<file path="src/rtl/minterm_fn_unit_pkg.sv">
// Shared types and constants for the minterm function unit.
// Holds the controller state encoding and the default truth table.
package minterm_pkg;

    typedef enum logic [1:0] {
        IDLE  = 2'd0,
        LOAD  = 2'd1,
        SWEEP = 2'd2
    } state_t;

    // Minterms {1,3,6,7,9,14,15}
    localparam logic [15:0] DEFAULT_TABLE = 16'hC2CA;

endpackage

</file>
<file path="src/rtl/minterm_fn_unit_decoder_n.sv">
// N-to-2^N one-hot decoder with enable.
// Purely combinational; all-zero output when disabled.
module decoder_n #(
    parameter int N = 4
) (
    input  logic [N-1:0]        w,
    input  logic                en,
    output logic [(1<<N)-1:0]   y
);

    localparam int T = 1 << N;

    // One-hot select of w, gated by en
    always_comb begin
        y = '0;
        if (en) y = T'(1) << w;
    end

endmodule

</file>
<file path="src/rtl/minterm_fn_unit.sv">
// Programmable minterm function unit: registered decode plus
// serially loadable truth table and a true-minterm counter.
module minterm_fn_unit
    import minterm_pkg::*;
#(
    parameter int                N           = 4,
    parameter logic [(1<<N)-1:0] RESET_TABLE = DEFAULT_TABLE
) (
    input  logic                clk,
    input  logic                rst,
    input  logic                en,
    input  logic                in_valid,
    input  logic [N-1:0]        in_w,
    output logic                in_ready,
    output logic                out_valid,
    output logic [(1<<N)-1:0]   y,
    output logic                f,
    input  logic                cfg_valid,
    input  logic                cfg_bit,
    output logic                cfg_ready,
    input  logic                sweep_start,
    output logic                sweep_busy,
    output logic                sweep_done,
    output logic [N:0]          sweep_count
);

    localparam int T = 1 << N;

    state_t         state;
    logic [T-1:0]   truth_table;
    logic [T-1:0]   shadow;
    logic [T-1:0]   shadow_next;
    logic [N-1:0]   bit_cnt;
    logic [N-1:0]   sweep_idx;
    logic [N:0]     sweep_acc;
    logic [N:0]     sweep_acc_next;
    logic [T-1:0]   dec_y;
    logic           last_bit;
    logic           last_idx;

    decoder_n #(.N(N)) u_dec (
        .w  (in_w),
        .en (en),
        .y  (dec_y)
    );

    // Config bits win over sweeps, sweeps win over selects
    assign in_ready  = (state == IDLE) & ~cfg_valid & ~sweep_start;
    assign cfg_ready = (state != SWEEP);

    // Bits arrive minterm 0 first, so shift in from the top
    assign shadow_next    = {cfg_bit, shadow[T-1:1]};
    assign last_bit       = (bit_cnt == N'(T-1));
    assign last_idx       = (sweep_idx == N'(T-1));
    assign sweep_acc_next = sweep_acc + (N+1)'(truth_table[sweep_idx]);

    // Controller, table storage and all registered outputs
    always_ff @(posedge clk or posedge rst) begin
        if (rst) begin
            state       <= IDLE;
            truth_table <= RESET_TABLE;
            shadow      <= '0;
            bit_cnt     <= '0;
            sweep_idx   <= '0;
            sweep_acc   <= '0;
            y           <= '0;
            f           <= 1'b0;
            out_valid   <= 1'b0;
            sweep_busy  <= 1'b0;
            sweep_done  <= 1'b0;
            sweep_count <= '0;
        end else begin
            out_valid  <= 1'b0;
            sweep_done <= 1'b0;
            case (state)
                IDLE: begin
                    if (cfg_valid) begin
                        shadow  <= shadow_next;
                        bit_cnt <= bit_cnt + 1'b1;
                        state   <= LOAD;
                    end else if (sweep_start) begin
                        sweep_idx  <= '0;
                        sweep_acc  <= '0;
                        sweep_busy <= 1'b1;
                        state      <= SWEEP;
                    end else if (in_valid) begin
                        y         <= dec_y;
                        f         <= en & truth_table[in_w];
                        out_valid <= 1'b1;
                    end
                end
                LOAD: begin
                    if (cfg_valid) begin
                        shadow <= shadow_next;
                        if (last_bit) begin
                            truth_table <= shadow_next;
                            bit_cnt     <= '0;
                            state       <= IDLE;
                        end else begin
                            bit_cnt <= bit_cnt + 1'b1;
                        end
                    end
                end
                SWEEP: begin
                    sweep_acc <= sweep_acc_next;
                    sweep_idx <= sweep_idx + 1'b1;
                    if (last_idx) begin
                        sweep_count <= sweep_acc_next;
                        sweep_done  <= 1'b1;
                        sweep_busy  <= 1'b0;
                        state       <= IDLE;
                    end
                end
                default: state <= IDLE;
            endcase
        end
    end

endmodule
</file>
<file path="config.mk">
export PLATFORM = sky130hd
export DESIGN_NAME = minterm_fn_unit
export DESIGN_NICKNAME = d
export VERILOG_FILES = /design/src/rtl/minterm_fn_unit_pkg.sv /design/src/rtl/minterm_fn_unit_decoder_n.sv /design/src/rtl/minterm_fn_unit.sv
export SDC_FILE = /design/constraint.sdc
export NUM_CORES = 1
export LEC_CHECK = 0
export BUFFER_PORTS_ARGS = -buffer_cell sky130_fd_sc_hd__buf_2
export CORE_UTILIZATION = 60
export CTS_BUF_LIST = sky130_fd_sc_hd__clkbuf_2
export CTS_CLUSTER_DIAMETER = 200
export DETAILED_ROUTE_END_ITERATION = 10
export HOLD_SLACK_MARGIN = 0.02
export PLACE_DENSITY = 0.82
export SLEW_MARGIN = 20
export SYNTH_ARGS = -nofsm -noshare
export SYNTH_HDL_FRONTEND = slang
export SYNTH_SLANG_ARGS = --single-unit
</file>
<file path="constraint.sdc">
create_clock -name clk -period 2.7 [get_ports clk]
set_input_delay 0.54 -clock clk [delete_from_list [all_inputs] [get_ports clk]]
set_output_delay 0.54 -clock clk [all_outputs]
set_load 0.01 [all_outputs]
</file>
Word level (Yosys, flattened, before mapping)
Index checks and enable logic that the tools add are counted.

Magnitude comparators: 2. Reductions and logical operators: 12. Muxes and demuxes: 31. Bitwise gates (word level): 5. Shift operators: 1. Eq/ne operators: 12. Add/sub/neg operators: 3.

Operators by type and width (count): 2-to-1 mux 4 bit (5); 2-to-1 mux 16 bit (1); one-hot mux 4 bit (2 select lines) (2); << shifter 1 x 4 -> 16 bit (first input constant) (1); inequality test 2 bit (second input constant) (7); AND reduction 4 bit (3); 2-to-1 mux 1 bit (11); less-than comparator 4 x 5 -> 1 bit (second input constant) (2); 2-to-1 mux 2 bit (5); 2-to-1 mux 5 bit (2); one-hot mux 5 bit (2 select lines) (1); AND reduction 3 bit (3); adder 4 x 1 -> 4 bit (second input constant) (2); binary-select mux 1 bit (select 4 bit) (2); == test 4 bit (second input constant) (2); one-hot mux 2 bit (3 select lines) (1); adder 5 x 1 -> 5 bit (1); AND reduction 2 bit (2); nonzero test 2 bit (2); AND 1 bit (3); inequality test 3 bit (second input constant) (1); == test 2 x 1 -> 1 bit (second input constant) (1); == test 2 bit (second input constant) (1); logical NOT 2 bit (1); 3 further kinds (4).

Register bits after elaboration: 72. Bits of input ports: 11.

Depth between registers and ports, before layout
Word-level depth: 4. Gate-level depth with buffers: 9.

Modules after synthesis
A second synthesis with hierarchy kept.

Cells, all modules: 274. Area total of the unflattened synthesis: 3241.9 um^2.

By module, submodules not included: minterm_fn_unit (area each 3121.7 um^2, times used 1, cells an instance 251); decoder_n (area each 120.1 um^2, times used 1, cells an instance 23).

Worst setup path after synthesis
No wires, ideal clock.

Kind: register to register. Start point: register sweep_idx[0]. End point: register sweep_acc[4]. Slack: 0.338 ns. Data required time: 2.605 ns. Data arrival time: 2.267 ns. Cell stages (with the launch flop): 10. Clock period less this slack: 2.362 ns. Cell sequence: dfrtp_1 -> buf_6 -> mux4_1 -> mux4_2 -> ha_1 -> ha_1 -> nand3_1 -> and2_0 -> o21ai_0 -> o31ai_1.

Cells in the longest elaborated chain, start to end: 4.

Ends and longest elaborated chain: start: declaration (line minterm_fn_unit.sv:34) `logic [N-1:0] sweep_idx;`; start signal: assignment (line minterm_fn_unit.sv:106) `sweep_idx <= sweep_idx + 1'b1;`; binary-select mux 1 bit (select 4 bit) (line minterm_fn_unit.sv:55) `assign sweep_acc_next = sweep_acc + (N+1)'(truth_table[sweep_idx]);`; 2-to-1 mux 1 bit (implied by the code) (line minterm_fn_unit.sv:55); adder 5 x 1 -> 5 bit (line minterm_fn_unit.sv:55); one-hot mux 5 bit (2 select lines) (line minterm_fn_unit.sv:75) `case (state)`; end signal: assignment (line minterm_fn_unit.sv:105) `sweep_acc <= sweep_acc_next;`; end: declaration (line minterm_fn_unit.sv:35) `logic [N:0] sweep_acc;`.

Every way passes these cells. The select of a mux whose other input is x is not followed. A chain may end at the register's enable or synchronous reset.

Worst setup path in the final report
Ends and elaborated chain as after synthesis.

==> results.ini <==
[critical_path]
cp-end-kind = register
r2r_setup_slack_ns = 0.20
path_depth = 8
setup.worst_path.start_class = register
arrival_ns = 2.89
timing.rr.end = sweep_acc[4]
worstPathMaxFanout = 8
crit_family = multiplexers
path_class = register to register
max_stage_delay_ns = 0.56
r2r-start = sweep_idx[0]
path_buf_inv = 0
cp.required_ns = 3.09
critPathSlowestCell = mux4_1
rr_worst_depth = 8
crit_start = sweep_idx[0]
cpMostUsedCell = ha_1
cp-endpoint = sweep_acc[4]
crit_chain = mux4_1 -> mux4_2 -> ha_1 -> ha_1 -> nand3_2 -> and2_0 -> o21ai_0 -> o31ai_1

[cts]
htreeDepth = 3
cts-root-buf = clkbuf_2
cts_tree = done
clock-sinks = 71
clk_pin_slew_worst_paths_ns = 0.18
cts_buffer_depth = 2
numCtsBuffers = 9
clock_latency_ns = 0.48

[sta]
slew-limit-headroom_pct = 52.3
fin_tns_setup_ns = 0
fin_crit_sh_pct = 92.5
rsz0062_at_grt = false
setup_ws_ns = 0.203
setup_viol = 0
maxSlewViolCount = 0
hold_viol_final = 0
max_freq_ghz = 0.400
min_period_ns = 2.50
fin_hold_ws_ns = 0.109
tightest_slew_ns = 0.714
clock_skew_ns = 0.0242

[logic_synthesis]
avgSynthCellArea_um2 = 11.5
synth_seq_cells = 71
async_flop_share_pct = 100
synthesis.nets = 292
synth_top_flop_cell = dfrtp_1
yosys.cell_types.count = 47
yosys_warnings = 0
syn-instance-count = 277
synth_edf_count = 0
yosysSeqAreaShare_pct = 55.9
synth_area_um2 = 3190

[route]
drt_iter0_drc = 94
drt_wl_total_um = 5850
ant_nets = 0
wire_per_inst_um = 15.0
dr_total_vias = 2225
drc_errors = 0
viasPerCell = 5.72
dr.pass1.iters = 4

[final_layout]
stdcell_area_um2 = 3510
drive_gt1_share_pct = 29.8
layout.nets = 329
diodes = 0
postLayoutCoreUtil_pct = 68.7
syn_to_final_growth_pct = 9.83
fillers = 381

[floorplan]
start_util_pct = 62.5
boundaryPins = 38
die_h_um = 75.0
rows = 26
die_area_um2 = 5620
core_um2 = 5110
die_w_um = 75.0

[global_routing]
grt_pass1_wl_um = 9600
grt_max_degree = 72
grt_use_total_pct = 23.5
antenna_found_initial = 0
grt_pass1_vias = 2032
grt-ovfl-total = 0

[run_status]
outcome = finished, final reports clean

[pwr]
power.density_nw_per_um2 = 700
leakage_uw = 0.00176
irDropWorstVdd_uv = 440

[place]
place_ws_ns = 0.143
routabilityCongestion = 0.779
dp_hpwl_um = 4100
port_buffers = 37
place_area_um2 = 3420

[worst_hold_path]
min_path_type = input port to async pin

[flow_run]
drv_cap = 0

==> area by class of cell <==
class	count	area [um2]	area share (%)
repair buffers	40	220	6.28
clock inverters	2	8.76	0.250
clock buffers	14	70.1	2.00
well taps	70	87.6	2.50
multi-input cells	189	1320	37.7
inverters	3	11.3	0.321
flip-flops and latches	71	1790	50.9
==> logic make-up after synthesis <==
logic type                 synth area share (%)
DFF                                        55.9
xor gates and xnor gates                   1.10
muxes                                      13.4
adders and majority gates                  1.57
AOI/OAI and AO/OA                          9.87
and+or+nand+nor                            15.4
buffers and inverters                      2.82
==> through the flow <==
| step | cells | power [uW] |
|---|---|---|
| after floorplan | 277 | 1850 |
| after global placement | 373 | 1960 |
| after detailed placement | 373 | 2010 |
| after CTS | 389 | 2470 |
| after global routing | 389 | 2610 |
| final | 389 | 2460 |
==> worst min-delay path by stage <==
stage / to / slack, ns / cells past startpoint
floorplan: shadow[1] / 0.44 / 2
global placement: y[4] / 0.45 / 2
detailed placement: y[7] / 0.46 / 2
CTS: sweep_count[0] / 0.08 / 3
global route: sweep_count[3] / 0.07 / 3
finish: sweep_count[0] / 0.11 / 3
==> flip-flops by register name, indices dropped and copies added (netlist names) <==
register / cells
sweep_idx: 4
y: 16
truth_table: 16
sweep_acc: 5
shadow: 15
sweep_done: 1
state: 2
f: 1
sweep_busy: 1
sweep_count: 5
bit_cnt: 4
out_valid: 1
==> layer usage <==
metal	global-route usage, %	up-vias	routed length (um)
met3	5.76	12	191
met5	0	-	0
met2	35.9	53	2760
met4	10.9	0	114
li1	-	1062	-
met1	32.1	1098	2780
==> power by group <==
part / internal (uW) / switching, uW
logic: 260 / 212
clock network: 137 / 331
registers: 1300 / 221
total: 1690 / 764
==> worst min-delay path, stage by stage <==
cell,delay (ns)
buf_2,0.10
inv_2,0.06
buf_12,0.32
==> synth_stat cells, types with 2 or more instances <==
cell	n	area share, %
dfrtp_1	64	50
nand2b_1	4	0.78
nor2_1	6	0.71
inv_1	2	0.24
o21ai_0	11	1.7
a21oi_1	4	0.63
mux2_2	19	6.7
a22o_1	4	1.1
buf_2	6	0.94
o41ai_1	3	0.82
buf_6	2	0.71
mux2i_1	4	1.3
xor2_1	2	0.55
clkbuf_1	4	0.47
xnor2_1	2	0.55
nand4_1	2	0.39
mux4_1	4	3.3
nand3_1	5	0.78
o31ai_1	14	3.3
dfstp_2	7	5.8
mux4_2	3	2.1
ha_1	4	1.6
nand2_1	73	8.6
nand3b_1	2	0.47
nor2b_1	4	0.78
==> layout by cell type (no fill, tap or decap), types with 3 or more instances in the layout <==
cell / n
mux4_1: 4
ha_1: 4
nand3_1: 4
o31ai_1: 14
a22o_1: 4
a21oi_1: 4
dfrtp_1: 63
nor2_1: 6
o21ai_0: 11
nand2_1: 73
buf_2: 37
o41ai_1: 3
nand2b_1: 4
mux2_2: 19
clkbuf_2: 14
dfstp_2: 7
mux2i_1: 4
mux4_2: 3
nor2b_1: 4
==> what timing repair did <==
action | CTS | global route
resized for setup | 0 | 2
endpoints found under the setup margin | 0 | 1
buffers inserted | 0 | 0
hold buffers | 0 | 0
(Power assumes the default switching activity.)
